==> config.mk <==
export PLATFORM = sky130hd
export DESIGN_NAME = bird_renderer
export DESIGN_NICKNAME = d
export VERILOG_FILES = /design/src/rtl/bird_renderer.sv
export SDC_FILE = /design/constraint.sdc
export NUM_CORES = 1
export LEC_CHECK = 0
export CAP_MARGIN = 15
export CORE_MARGIN = 5
export CORE_UTILIZATION = 35
export DETAILED_ROUTE_END_ITERATION = 7
export GPL_TIMING_DRIVEN = 0
export PLACE_DENSITY_LB_ADDON = 0.3
export SYNTH_ARGS = -nofsm -noshare
export SYNTH_HDL_FRONTEND = slang
export SYNTH_SLANG_ARGS = --single-unit
export TNS_END_PERCENT = 20
==> constraint.sdc <==
create_clock -name clk -period 7.2 [get_ports clk]
set_input_delay 1.44 -clock clk [delete_from_list [all_inputs] [get_ports clk]]
set_output_delay 1.44 -clock clk [all_outputs]
set_load 0.02 [all_outputs]
==> src/rtl/bird_renderer.sv <==
// -----------------------------------------------------------------------------
// bird_renderer
//   Pixel-colour source for the VGA/HDMI output stage. It also holds the
//   bird game state: position/velocity physics advanced once per frame, and an
//   IDLE/FLYING/DEAD state machine driven by the flap input.
//
//   Ports
//     clk        in   1   pixel clock (25 MHz VGA domain)
//     rst        in   1   synchronous, active-high reset (wins over everything)
//     x_pix      in  10   current scan column (0..800)
//     y_pix      in  10   current scan row (0..525)
//     flap       in   1   flap request
//     red        out  8   pixel red, registered (1-cycle render latency)
//     green      out  8   pixel green, registered
//     blue       out  8   pixel blue, registered
//     bird_y     out 10   current bird top row
//     game_state out  2   0=IDLE 1=FLYING 2=DEAD
//     frame_tick out  1   one-cycle pulse on the first cycle at (0,480)
//
//   Build option
//     BIRD_FLAP_SYNC_EN : when defined, flap is treated as an asynchronous
//     button (two-flop synchroniser + rising-edge detect, one request per
//     press, 3 cycles from press to pending). When undefined, flap is a
//     clk-synchronous level and every high cycle sets the pending flag.
// -----------------------------------------------------------------------------
module bird_renderer #(
   parameter int BIRD_X    = 160,
   parameter int BIRD_SIZE = 16,
   parameter int START_Y   = 200,
   parameter int FLOOR_Y   = 440,
   parameter int GRAVITY   = 1,
   parameter int FLAP_VEL  = 8,
   parameter int MAX_FALL  = 10
) (
   input  logic       clk,
   input  logic       rst,
   input  logic [9:0] x_pix,
   input  logic [9:0] y_pix,
   input  logic       flap,
   output logic [7:0] red,
   output logic [7:0] green,
   output logic [7:0] blue,
   output logic [9:0] bird_y,
   output logic [1:0] game_state,
   output logic       frame_tick
);

   localparam logic [1:0] ST_IDLE   = 2'd0;
   localparam logic [1:0] ST_FLYING = 2'd1;
   localparam logic [1:0] ST_DEAD   = 2'd2;

   localparam logic signed [7:0]  GRAV_S     = 8'(GRAVITY);
   localparam logic signed [7:0]  FLAP_S     = 8'(FLAP_VEL);
   localparam logic signed [7:0]  MAX_FALL_S = 8'(MAX_FALL);
   localparam logic signed [10:0] START_S    = 11'(START_Y);
   localparam logic signed [10:0] LAND_S     = 11'(FLOOR_Y - BIRD_SIZE);

   localparam logic [23:0] RGB_BLACK  = 24'h00_00_00;
   localparam logic [23:0] RGB_BIRD   = 24'hFF_D0_00;
   localparam logic [23:0] RGB_GROUND = 24'hDE_D8_95;
   localparam logic [23:0] RGB_SKY    = 24'h70_C5_CE;

   logic              match_s;
   logic              match_d_r;
   logic              tick_s;
   logic              flap_req_s;
   logic              pend_r;
   logic              pend_eff_s;
   logic [1:0]        state_r;
   logic [1:0]        state_nx_s;
   logic signed [7:0] vel_r;
   logic signed [7:0] vel_nx_s;
   logic signed [7:0] vel_fly_s;
   logic signed [10:0] y_r;
   logic signed [10:0] y_nx_s;
   logic signed [10:0] y_sum_s;
   logic [10:0]       bird_bot_s;
   logic [23:0]       rgb_nx_s;
   logic [23:0]       rgb_r;

   // Flap request source: raw synchronous level, or a synchronised press edge.
`ifdef BIRD_FLAP_SYNC_EN
   logic flap_meta_r;
   logic flap_sync_r;
   logic flap_prev_r;

   // Two-flop synchroniser followed by a delay flop for rising-edge detection.
   always_ff @(posedge clk) begin
      if (rst) begin
         flap_meta_r <= 1'b0;
         flap_sync_r <= 1'b0;
         flap_prev_r <= 1'b0;
      end else begin
         flap_meta_r <= flap;
         flap_sync_r <= flap_meta_r;
         flap_prev_r <= flap_sync_r;
      end
   end

   assign flap_req_s = flap_sync_r & ~flap_prev_r;
`else
   assign flap_req_s = flap;
`endif

   // The tick is the rising edge of the (0,480) match, so holding the scan
   // position there produces only one pulse.
   assign match_s    = (x_pix == 10'd0) && (y_pix == 10'd480);
   assign tick_s     = match_s & ~match_d_r & ~rst;
   // A request arriving in the tick cycle itself is honoured by that tick.
   assign pend_eff_s = pend_r | flap_req_s;

   // Next bird state, only meaningful in the tick cycle; holds otherwise.
   always_comb begin
      state_nx_s = state_r;
      vel_nx_s   = vel_r;
      y_nx_s     = y_r;
      if (pend_eff_s) begin
         vel_fly_s = -FLAP_S;
      end else if (vel_r >= (MAX_FALL_S - GRAV_S)) begin
         vel_fly_s = MAX_FALL_S;
      end else begin
         vel_fly_s = vel_r + GRAV_S;
      end
      y_sum_s = y_r + {{3{vel_fly_s[7]}}, vel_fly_s};
      if (tick_s) begin
         case (state_r)
            ST_IDLE: begin
               if (pend_eff_s) begin
                  state_nx_s = ST_FLYING;
                  vel_nx_s   = -FLAP_S;
                  y_nx_s     = START_S - {{3{FLAP_S[7]}}, FLAP_S};
               end else begin
                  state_nx_s = ST_IDLE;
               end
            end
            ST_FLYING: begin
               if (y_sum_s < 11'sd0) begin
                  y_nx_s   = 11'sd0;
                  vel_nx_s = 8'sd0;
               end else if (y_sum_s >= LAND_S) begin
                  y_nx_s     = LAND_S;
                  vel_nx_s   = 8'sd0;
                  state_nx_s = ST_DEAD;
               end else begin
                  y_nx_s   = y_sum_s;
                  vel_nx_s = vel_fly_s;
               end
            end
            ST_DEAD: begin
               if (pend_eff_s) begin
                  state_nx_s = ST_IDLE;
                  y_nx_s     = START_S;
                  vel_nx_s   = 8'sd0;
               end else begin
                  state_nx_s = ST_DEAD;
               end
            end
            default: begin
               state_nx_s = ST_IDLE;
               y_nx_s     = START_S;
               vel_nx_s   = 8'sd0;
            end
         endcase
      end else begin
         state_nx_s = state_r;
      end
   end

   // Game state registers; position only moves on the tick (inside blanking).
   always_ff @(posedge clk) begin
      if (rst) begin
         match_d_r <= 1'b0;
         pend_r    <= 1'b0;
         state_r   <= ST_IDLE;
         vel_r     <= 8'sd0;
         y_r       <= START_S;
      end else begin
         match_d_r <= match_s;
         state_r   <= state_nx_s;
         vel_r     <= vel_nx_s;
         y_r       <= y_nx_s;
         if (tick_s) begin
            pend_r <= 1'b0;
         end else begin
            pend_r <= pend_r | flap_req_s;
         end
      end
   end

   assign bird_bot_s = {1'b0, y_r[9:0]} + 11'(BIRD_SIZE);

   // Pixel colour, first matching layer wins.
   always_comb begin
      rgb_nx_s = RGB_SKY;
      if ((x_pix >= 10'd640) || (y_pix >= 10'd480)) begin
         rgb_nx_s = RGB_BLACK;
      end else if ((x_pix >= 10'(BIRD_X)) && (x_pix < 10'(BIRD_X + BIRD_SIZE)) &&
                   (y_pix >= y_r[9:0]) && ({1'b0, y_pix} < bird_bot_s)) begin
         rgb_nx_s = RGB_BIRD;
      end else if (y_pix >= 10'(FLOOR_Y)) begin
         rgb_nx_s = RGB_GROUND;
      end else begin
         rgb_nx_s = RGB_SKY;
      end
   end

   // Registered colour output.
   always_ff @(posedge clk) begin
      if (rst) begin
         rgb_r <= 24'h00_00_00;
      end else begin
         rgb_r <= rgb_nx_s;
      end
   end

   assign red        = rgb_r[23:16];
   assign green      = rgb_r[15:8];
   assign blue       = rgb_r[7:0];
   assign bird_y     = y_r[9:0];
   assign game_state = state_r;
   assign frame_tick = tick_s;

endmodule

# After elaboration in Yosys (flattened, before gate mapping)
# Cells that the tools add are included.
dict set report word_totals {
  register_bits 47
  input_bits 23
  output_inout_bits 37
  wordCells 63
}
dict set report op_classes {
  add_sub_neg 3
  n_lt_le_gt_ge 10
  n_eq_ne 7
  mux 19
  bitwise_logic 5
  n_reduce_logical 12
}
# operator n
set ops {}
lappend ops {{$mux 24} 2}
lappend ops {{$mux 8} 6}
lappend ops {{$mux 11} 4}
lappend ops {{$pmux 11 s3} 1}
lappend ops {{$pmux 8 s3} 1}
lappend ops {{$ge 10x9->1 const B} 2}
lappend ops {{$add 10x5->11 const B} 1}
lappend ops {{$add 11x11->11} 1}
lappend ops {{$ge 11x10->1 const B} 1}
lappend ops {{$lt 10x11->1} 1}
lappend ops {{$lt 11x1->1 const B} 1}
lappend ops {{$eq 10x9->1 const B} 1}
lappend ops {{$ge 10x10->1} 1}
lappend ops {{$ge 10x10->1 const B} 1}
lappend ops {{$ge 10x8->1 const B} 1}
lappend ops {{$logic_not 10->1} 1}
lappend ops {{$lt 10x8->1 const B} 1}
lappend ops {{$add 8x2->8 const B} 1}
lappend ops {{$ge 8x5->1 const B} 1}
lappend ops {{$ne 2x2->1 const B} 4}
lappend ops {{$mux 2} 3}
lappend ops {{$pmux 2 s3} 1}
lappend ops {{$reduce_and 3->1} 2}
lappend ops {{$logic_and 1x1->1} 4}
lappend ops {{other kinds (10)} 13}

# Logic depth before layout (Yosys ltp)
dict set report logic_depth {
  word_depth 8
  mapped_depth 17
}

# Least setup slack after synthesis
# Ideal clock, no wire load.
dict set report synth_path {
  path_type {input port to output port}
  startpoint {input port x_pix[8]}
  endpoint {output port frame_tick}
  arrival_ns 2.600
  setup_slack_ns 3.160
  path_stages 4
  cell_sequence {nor4_2 nor3b_2 or3b_1 nor2_1}
}
dict set report synth_via {
  elab_chain_len 4
}
# element line_no
set synth_lines {}
lappend synth_lines {{start: declaration} 37} ;# input logic [9:0] x_pix,
lappend synth_lines {{$logic_not 10->1} 107} ;# assign match_s = (x_pix == 10'd0) && (y_pix == 10'd480);
lappend synth_lines {{$logic_and 1x1->1} 107}
lappend synth_lines {{$and 1x1->1 (2 in a row)} 108} ;# assign tick_s = match_s & ~match_d_r & ~rst;
lappend synth_lines {{end: declaration} 45} ;# output logic frame_tick
# No other way between the ends.

# Worst setup path in the final report
dict set report layout_path {
  startpoint {input port y_pix[4]}
  endpoint {output port frame_tick}
}
dict set report layout_via {
  elab_chain_len 4
}
# element line_no
set layout_lines {}
lappend layout_lines {{start: declaration} 38} ;# input logic [9:0] y_pix,
lappend layout_lines {{$eq 10x9->1} 107}
lappend layout_lines {{$logic_and 1x1->1} 107}
lappend layout_lines {{$and 1x1->1 (2 in a row)} 108}
# No other way between the ends.

==> metrics.txt <==
# Post-CTS Setup Buffers 0; YS warnings 0; Hold Path Cell Cnt 2; Core Box Area 6720 sq um; CP Cell Sequence clkdlybuf4s50_1 > nor4_1 > nand3_1 > or3b_1 > nor2_1 > clkdlybuf4s50_1; worst-skew pair later-pin latency 280 ps; Worst Path Max Fanout 4; R2R cell count 17; Gate Count Post-Synth 288; area growth from synthesis to layout 31.4%; die extent in x 92.8 um; first-pass GRT wire length 10.5 mm; Avg Vias per Cell 5.20; clk_skew 11.3 ps; final hold viol count 0; Critical Path Most Common Cell clkdlybuf4s50_1; I/O Buffers 56; initial core utilization 0.357; HP Class register to register; Max-Cap Viols 0; Post-layout nets 408; CP Class input port to output port; Post-synth EDFFs 0; slew margin rel. 0.499; Hold WS 508 ps; fin crit period 5080 ps; Crit. End Element output port; # DRC 0; Synth Cell Area 2400 sq um; drt pass-1 iters 4; DRT Wirelength 6.25 mm; Cell Pwr Density 123 nW/um^2; DP Wirelength 5.13 mm; top-area cell type share of the netlist area 0.242; # setup viols final 0; Yosys reg bits 29; register area 581 sq um; post-CTS sizing 0; cts bufs inserted 5; status finished clean; clock edge transition at the registers on the reported setup and hold paths 70 ps; largest cells by area after synthesis dfxtp_1 (24%), ha_1 (16%), buf_4 (5.3%); CTS Root Cell clkbuf_8; WL/cell 14.4 um; Max Fclk 0.197 GHz; # hold bufs at CTS 0; die area 8610 sq um; fin crit share 0.705; total track usage 0.150; Slew Viols, Final 0; Main synth FF type dfxtp_1; vias in the first global route 2,160; largest net degree at the start of global routing 11; Synth cell types 60; initial DRC count 95; CTS tree built; CTS Sinks 29; CP Data Required Time 5760 ps; post-synthesis area per instance 8.33 sq um; post-route ant nets 0; Crit-path slowest cell clkdlybuf4s50_1; clk buf depth 2; chip height 92.8 um; layout cells sized above 1 0.107; grt total ovfl 0; cell taking the most area after synthesis dfxtp_1; RSZ-0062 raised after global routing false; H-Tree Level Count 2; # IOs 60; Crit path largest cell delay 610 ps; Crit path arrival time 3640 ps; ant diodes 0; Routability Congestion 0.857; row cnt 30; via count 2,255; startpoint type of the worst setup path input port; area of the multi-input gates 1600 sq um; peak supply drop 52.1 uV; initial antenna violation count 0; ys async rst share 0; Leak Pwr 1.32 nW; fillers 673; register area share after synthesis 0.242; Setup TNS 0 ps; Worst Max-Slew Pin Slew 748 ps
[worst max-delay path, delay by kind of cell]
family,cells,cell delay (ps)
buf+inv,2,1110
simple gates,4,1080
[final timing paths]
path / start / end / slack [ps]
setup / recovery: y_pix[4] / frame_tick / 2120
setup reg to reg: vel_r[1]$_SDFFE_PP0P_ / vel_r[2]$_SDFFE_PP0P_ / 2660
hold reg to reg: game_state[1]$_SDFFE_PP0P_ / game_state[1]$_SDFFE_PP0P_ / 510
hold / removal: game_state[1]$_SDFFE_PP0P_ / game_state[1]$_SDFFE_PP0P_ / 510
[routing by layer]
layer / up-vias / global-route usage / share of wire
met3: 7 / 0.0325 / 0.060
met2: 62 / 0.237 / 0.44
met4: 0 / 0.0440 / 0.012
met1: 1028 / 0.204 / 0.49
met5: - / 0 / 0
li1: 1158 / - / -
[logic make-up after synthesis]
group / after synthesis / synth area share
buffers and inverters: 44 / 0.0959
AND/OR/NAND/NOR: 89 / 0.208
adder cells (fa/ha/maj): 32 / 0.170
multiplexers: 1 / 0.00469
other: 1 / 0.00156
flip-flops: 29 / 0.242
XOR/XNOR: 14 / 0.0511
AO/OA/AOI/OAI: 78 / 0.227
[state kept, by name, summed over array words and instances (netlist names)]
register	count
vel_r	8
game_state	2
y_r	10
pend_r	1
rgb_r	7
match_d_r	1
[per-stage QoR]
| step | total power [mW] | std cells | util | area (sq um) | setup slack, ps |
|---|---|---|---|---|---|
| after floorplan | 0.223 | 290 | - | 2410 | 3160 |
| after global placement | 0.257 | 426 | 0.457 | 3070 | 2080 |
| after detailed placement | 0.258 | 426 | 0.457 | 3070 | 2120 |
| after CTS | 0.389 | 434 | 0.469 | 3150 | 2130 |
| after global routing | 0.408 | 434 | 0.469 | 3150 | 2060 |
| final | 0.388 | 434 | 0.469 | 3150 | 2120 |
[synth_stat cells (all sizes together) (3+ instances only)]
| cell type | instances |
|---|---|
| ha | 31 |
| nand2 | 19 |
| o21a | 4 |
| a31oi | 4 |
| o21ai | 15 |
| and3 | 5 |
| clkbuf | 3 |
| a21o | 11 |
| a22o | 5 |
| dfxtp | 29 |
| nor3 | 7 |
| nand4 | 4 |
| nand3 | 12 |
| xor2 | 4 |
| nor2 | 15 |
| xnor2 | 10 |
| and2 | 4 |
| a21oi | 19 |
| nor4 | 9 |
| inv | 23 |
| buf | 18 |
[layout by cell type, fill, tap and decap left out, drive strengths merged, types with 11 or more instances in the layout]
master          n
nand3          12
nand2          19
a21oi          19
a21o           11
inv            23
buf            18
dfxtp          29
nor2           15
o21ai          15
clkdlybuf4s50  56
ha             31
[cell type report]
class / count / share of cell area
inverter: 23 / 0.0274
buffer: 21 / 0.0456
multi-input combinational: 217 / 0.506
tap: 80 / 0.0317
clock buffer: 5 / 0.0218
timing repair buffer: 56 / 0.178
clock inverter: 3 / 0.00555
sequential: 29 / 0.184
[report_power, final]
group	internal, mW	total [mW]	switching (mW)
Combinational	0.0436	0.0906	0.0470
Sequential	0.162	0.164	0.00165
Clock	0.0666	0.134	0.0672
Total	0.272	0.388	0.116
Note: power is estimated with default switching activity, not from simulation.
==> RTL edit 1: new RTL, same flow settings <==
Register the inputs `x_pix` and `y_pix` before use. The logic sees them one clock later. The other inputs are not delayed to match.
--- a/src/rtl/bird_renderer.sv
+++ b/src/rtl/bird_renderer.sv
@@ -62,2 +62,10 @@
 
+   logic [9:0] x_pix_q;
+   logic [9:0] y_pix_q;
+
+   always_ff @(posedge clk) begin
+      x_pix_q <= x_pix;
+      y_pix_q <= y_pix;
+   end
+
    logic              match_s;
@@ -106,3 +114,3 @@
    // position there produces only one pulse.
-   assign match_s    = (x_pix == 10'd0) && (y_pix == 10'd480);
+   assign match_s    = (x_pix_q == 10'd0) && (y_pix_q == 10'd480);
    assign tick_s     = match_s & ~match_d_r & ~rst;
@@ -194,8 +202,8 @@
       rgb_nx_s = RGB_SKY;
-      if ((x_pix >= 10'd640) || (y_pix >= 10'd480)) begin
+      if ((x_pix_q >= 10'd640) || (y_pix_q >= 10'd480)) begin
          rgb_nx_s = RGB_BLACK;
-      end else if ((x_pix >= 10'(BIRD_X)) && (x_pix < 10'(BIRD_X + BIRD_SIZE)) &&
-                   (y_pix >= y_r[9:0]) && ({1'b0, y_pix} < bird_bot_s)) begin
+      end else if ((x_pix_q >= 10'(BIRD_X)) && (x_pix_q < 10'(BIRD_X + BIRD_SIZE)) &&
+                   (y_pix_q >= y_r[9:0]) && ({1'b0, y_pix_q} < bird_bot_s)) begin
          rgb_nx_s = RGB_BIRD;
-      end else if (y_pix >= 10'(FLOOR_Y)) begin
+      end else if (y_pix_q >= 10'(FLOOR_Y)) begin
          rgb_nx_s = RGB_GROUND;
Check against the original RTL: not equivalent (Yosys sat finds a counterexample within 4 cycles, from zero or initial values and one cycle with rst high).
==> RTL edit 1 against the unedited design <==
- worst setup slack lost 0.23 ns
- sequential cell count up 20
- via count increased by 11%
- design area rose by 18%
- critical path type is now in -> reg
- die area is 18% higher
- total power up 51%
- utilization fell by 1.2 points
- largest cell class unchanged
- routed wire length is 10% higher
- sequential power increased by 74%
- synthesized area up 21%
- final cell count grew 16%
==> RTL edit 1: results (changes against the unedited design) <==
worst clock skew 0.00746 ns (-0.00382 ns); critical path class in -> reg; Slew @ Worst Pin 0.781 ns (+0.0339 ns); clk slew on worst S/H paths 0.10 ns (+0.03 ns); fmax 188 MHz (-4.4%); RR Endpoint y_r[0]; final RePlAce weighted congestion 0.884 (+3.1%); first-pass GRT wire length 11,100 microns (+6.5%); YS warnings 0 (unchanged); Final nets 452 (+11%); biggest regs x_pix_q: 10 flops, y_pix_q: 10 flops, y_r: 10 flops; delay-heaviest family, CP simple AND/OR/NAND/NOR gates; wire per inst 13.7 microns (-5.0%); fillers 778 (+16%); DR iter-0 viols 143 (+51%); Synth cell types 56 (-6.7%); Worst Setup SP flap; Post-Place Setup Slack 1.61 ns (-0.509 ns); Worst path max stage delay 0.56 ns (-0.05 ns); FF-to-FF path depth 18 (+1); Slowest-stage cell, CP nor3_2; P_leak 1.59 nW (+21%); status completed; top cells by area, synth dfxtp_1 (34%), ha_1 (13%), buf_4 (4.4%); pin count of the biggest net entering global routing 18 (+7); IR drop worst, VDD 0.0000888 V (+70%); H-tree depth 2 (unchanged); DP Wirelength 5530 microns (+7.8%); worst-skew pair later-pin latency 0.30 ns (+0.02 ns); layout cells sized above 1 9.55% (-1.2 points); Worst Path Max Fanout 8 (+4); post-synthesis sequential area ratio 33.8% (+9.6 points); vias 2,506 (+11%); gr usage total 13.5% (-1.4 points)
RTL edit 1: per-stage QoR:
step                hold slack [ns]  std cells  utilization, %  area [sq um]  power, W
floorplan                     0.470        334               -          2910  0.000351
global placement              0.477        495            44.2          3600  0.000384
detailed placement            0.485        495            44.2          3600  0.000386
CTS                           0.501        503            45.7          3720  0.000590
global route                  0.527        503            45.7          3720  0.000614
finish                        0.505        503            45.7          3720  0.000584
RTL edit 1: area by class of cell:
| cell class | count | area share [%] |
|---|---|---|
| well taps | 105 | 3.53 |
| clock buffers | 5 | 1.85 |
| flip-flops and latches | 49 | 26.4 |
| plain buffers | 22 | 4.38 |
| repair buffers | 56 | 15.1 |
| multi-input cells | 240 | 45.1 |
| clock inverters | 3 | 1.35 |
| inverters | 23 | 2.32 |
RTL edit 1: how the worst min path moves through the flow:
stage              from  endpoint  slack [ns]  cells past startpoint
3_5_place_dp     y_r[1]    y_r[1]        0.48                      2
5_1_grt          y_r[1]    y_r[1]        0.53                      2
4_1_cts          y_r[1]    y_r[1]        0.50                      2
6_report         y_r[1]    y_r[1]        0.50                      2
3_3_place_gp     y_r[1]    y_r[1]        0.48                      2
2_1_floorplan  vel_r[7]  vel_r[7]        0.47                      2
RTL edit 1: metal layers:
metal	share of wire, %	track usage (%)	up-vias
met2	47	21.8	58
met4	1.1	3.99	0
met5	0	0	-
met3	4.4	2.01	8
li1	-	-	1289
met1	47	18.7	1151
RTL edit 1: worst register-to-register path: cells and delay by family (launching register included):
| kind | cells | cell delay, ns |
|---|---|---|
| DFF | 1 | 0.44 |
| xor gates and xnor gates | 1 | 0.24 |
| and+or+nand+nor | 7 | 1.39 |
| adders and majority gates | 3 | 0.80 |
| buffers and inverters | 2 | 0.15 |
| AOI/OAI and AO/OA | 5 | 1.56 |
RTL edit 1: cell families after synthesis:
family | Yosys count | share of synthesized area [%]
AOI/OAI and AO/OA | 82 | 18.1
DFF | 49 | 33.8
and+or+nand+nor | 105 | 19.8
xor gates and xnor gates | 17 | 5.14
other | 1 | 0.129
muxes | 1 | 0.345
adders and majority gates | 32 | 14.1
buffers and inverters | 45 | 8.59
RTL edit 1: power by group:
group	switching (W)	total, W	internal (W)
registers	0.00000631	0.000285	0.000279
clock network	0.0000979	0.000204	0.000107
logic	0.0000493	0.0000950	0.0000457
total	0.000154	0.000584	0.000431
==> RTL edit 2: new RTL, config.mk and constraints unchanged <==
Without the edit above. Build with the macro `BIRD_FLAP_SYNC_EN` defined.
--- a/src/rtl/bird_renderer.sv
+++ b/src/rtl/bird_renderer.sv
@@ -25,2 +25,4 @@
 // -----------------------------------------------------------------------------
+`define BIRD_FLAP_SYNC_EN
+
 module bird_renderer #(
Function: changed (a bounded check fails within 4 cycles, from zero or initial values and one cycle with rst high).
==> RTL edit 2 against the unedited design <==
- routed wire length is 15% higher
- synthesized area is 8.5% higher
- design area is 7.7% higher
- total power is 18% higher
- die area is 7.6% higher
- worst setup slack worse by 0.45 ns
- sequential cell count is 3 higher
==> RTL edit 2: results (changes against the unedited design) <==
status completed; Post-DP Area 0.00329 sq mm (+7.1%); gr usage total 16.2% (+1.2 points); antenna violations before repair 0 (unchanged); CTS Buffer Depth 2 (unchanged); Worst Path Max Fanout 5 (+1); post-synthesis sequential area ratio 24.6% (+0.41 points); Worst path max stage delay 0.62 ns; DR iter-0 viols 151 (+59%); worst clock skew 0.00891 ns (-0.00237 ns); Post-synth ARST share 0% (unchanged); post-CTS sizing 0 (unchanged); Critical Path AT 4.09 ns (+0.45 ns); Slowest-stage cell, CP clkdlybuf4s50_1; biggest regs y_r: 10 flops, vel_r: 8 flops, rgb_r: 7 flops; worst hold path class reg -> reg; CTS buffer count 5 (unchanged); top cells by area, synth dfxtp_1 (25%), ha_1 (15%), buf_4 (5.2%); P_leak 1.43 nW (+8.3%); I/O Buffers 55 (-1.8%); final RePlAce weighted congestion 0.869 (+1.4%); number of global-route vias before repair 2,574 (+19%); Max transition margin 56.3% (+6.4 points); worst-skew pair later-pin latency 0.28 ns (about the same); delay-heaviest family, CP simple AND/OR/NAND/NOR gates; DP Wirelength 5740 microns (+12%); layout cells sized above 1 9.21% (-1.5 points); Synth cell types 59 (-1.7%); wire per inst 14.6 microns (+1.7%); Final nets 445 (+9.1%); H-tree depth 2 (unchanged); first-pass GRT wire length 11,900 microns (+14%); Via density 5.28 (+1.7%); pin count of the biggest net entering global routing 12 (+1); clk slew on worst S/H paths 0.07 ns (about the same); IR drop worst, VDD 0.000109 V (+110%); synth cell count leaders dfxtp_1 (32), ha_1 (31), nand2_1 (29)
## RTL edit 2: worst paths after layout
path	start	end	slack [ns]	cells past startpoint
worst max-delay path	y_pix[4]	frame_tick	1.67	6
worst max register to register	vel_r[1]	vel_r[1]	2.60	19
worst min register to register	flap_meta_r	flap_sync_r	0.44	1
worst min-delay path	flap_meta_r	flap_sync_r	0.44	1
## RTL edit 2: logic make-up (layout without fill, tap and decap cells)
group | count (synthesis) | in the layout | share of synthesized area, %
XOR/XNOR | 9 | 9 | 3.03
AND/OR/NAND/NOR | 114 | 114 | 23.9
flip-flops | 32 | 32 | 24.6
other | 1 | 3 | 0.144
AO/OA/AOI/OAI | 88 | 88 | 22.4
adder cells (fa/ha/maj) | 32 | 32 | 15.7
buffers and inverters | 50 | 113 | 10.2
## RTL edit 2: layer usage
layer,vias up,share of wire [%],track usage [%]
li1,1291,-,-
met1,1185,45,20.3
met2,96,45,27.5
met3,16,7.1,3.05
met4,0,2.4,5.57
met5,-,0,0
## RTL edit 2: per-stage QoR
| step | util [%] | power [W] | hold WS (ns) | instances | setup WS [ns] |
|---|---|---|---|---|---|
| floorplan | - | 0.000251 | 0.414 | 328 | 2.61 |
| global placement | 45.3 | 0.000288 | 0.421 | 482 | 1.64 |
| detailed placement | 45.3 | 0.000290 | 0.425 | 482 | 1.66 |
| CTS | 46.8 | 0.000462 | 0.443 | 490 | 1.65 |
| global route | 46.8 | 0.000481 | 0.471 | 490 | 1.56 |
| finish | 46.8 | 0.000458 | 0.440 | 490 | 1.67 |
## RTL edit 2: where the power goes
group	leakage (nW)	switching [W]	total, W	internal [W]
sequential	0.259	0.00000136	0.000181	0.000179
combinational	1.11	0.0000575	0.000106	0.0000481
clock	0.0541	0.0000697	0.000172	0.000102
## RTL edit 2: cell type report
class | count | area (sq um)
Timing Repair Buffer | 55 | 551
Clock buffer | 5 | 68.8
Tap cell | 99 | 124
Fill cell | 734 | 3860
Inverter | 24 | 90.1
Clock inverter | 3 | 42.5
Multi-Input combinational cell | 246 | 1710
Sequential cell | 32 | 641
Buffer | 26 | 175
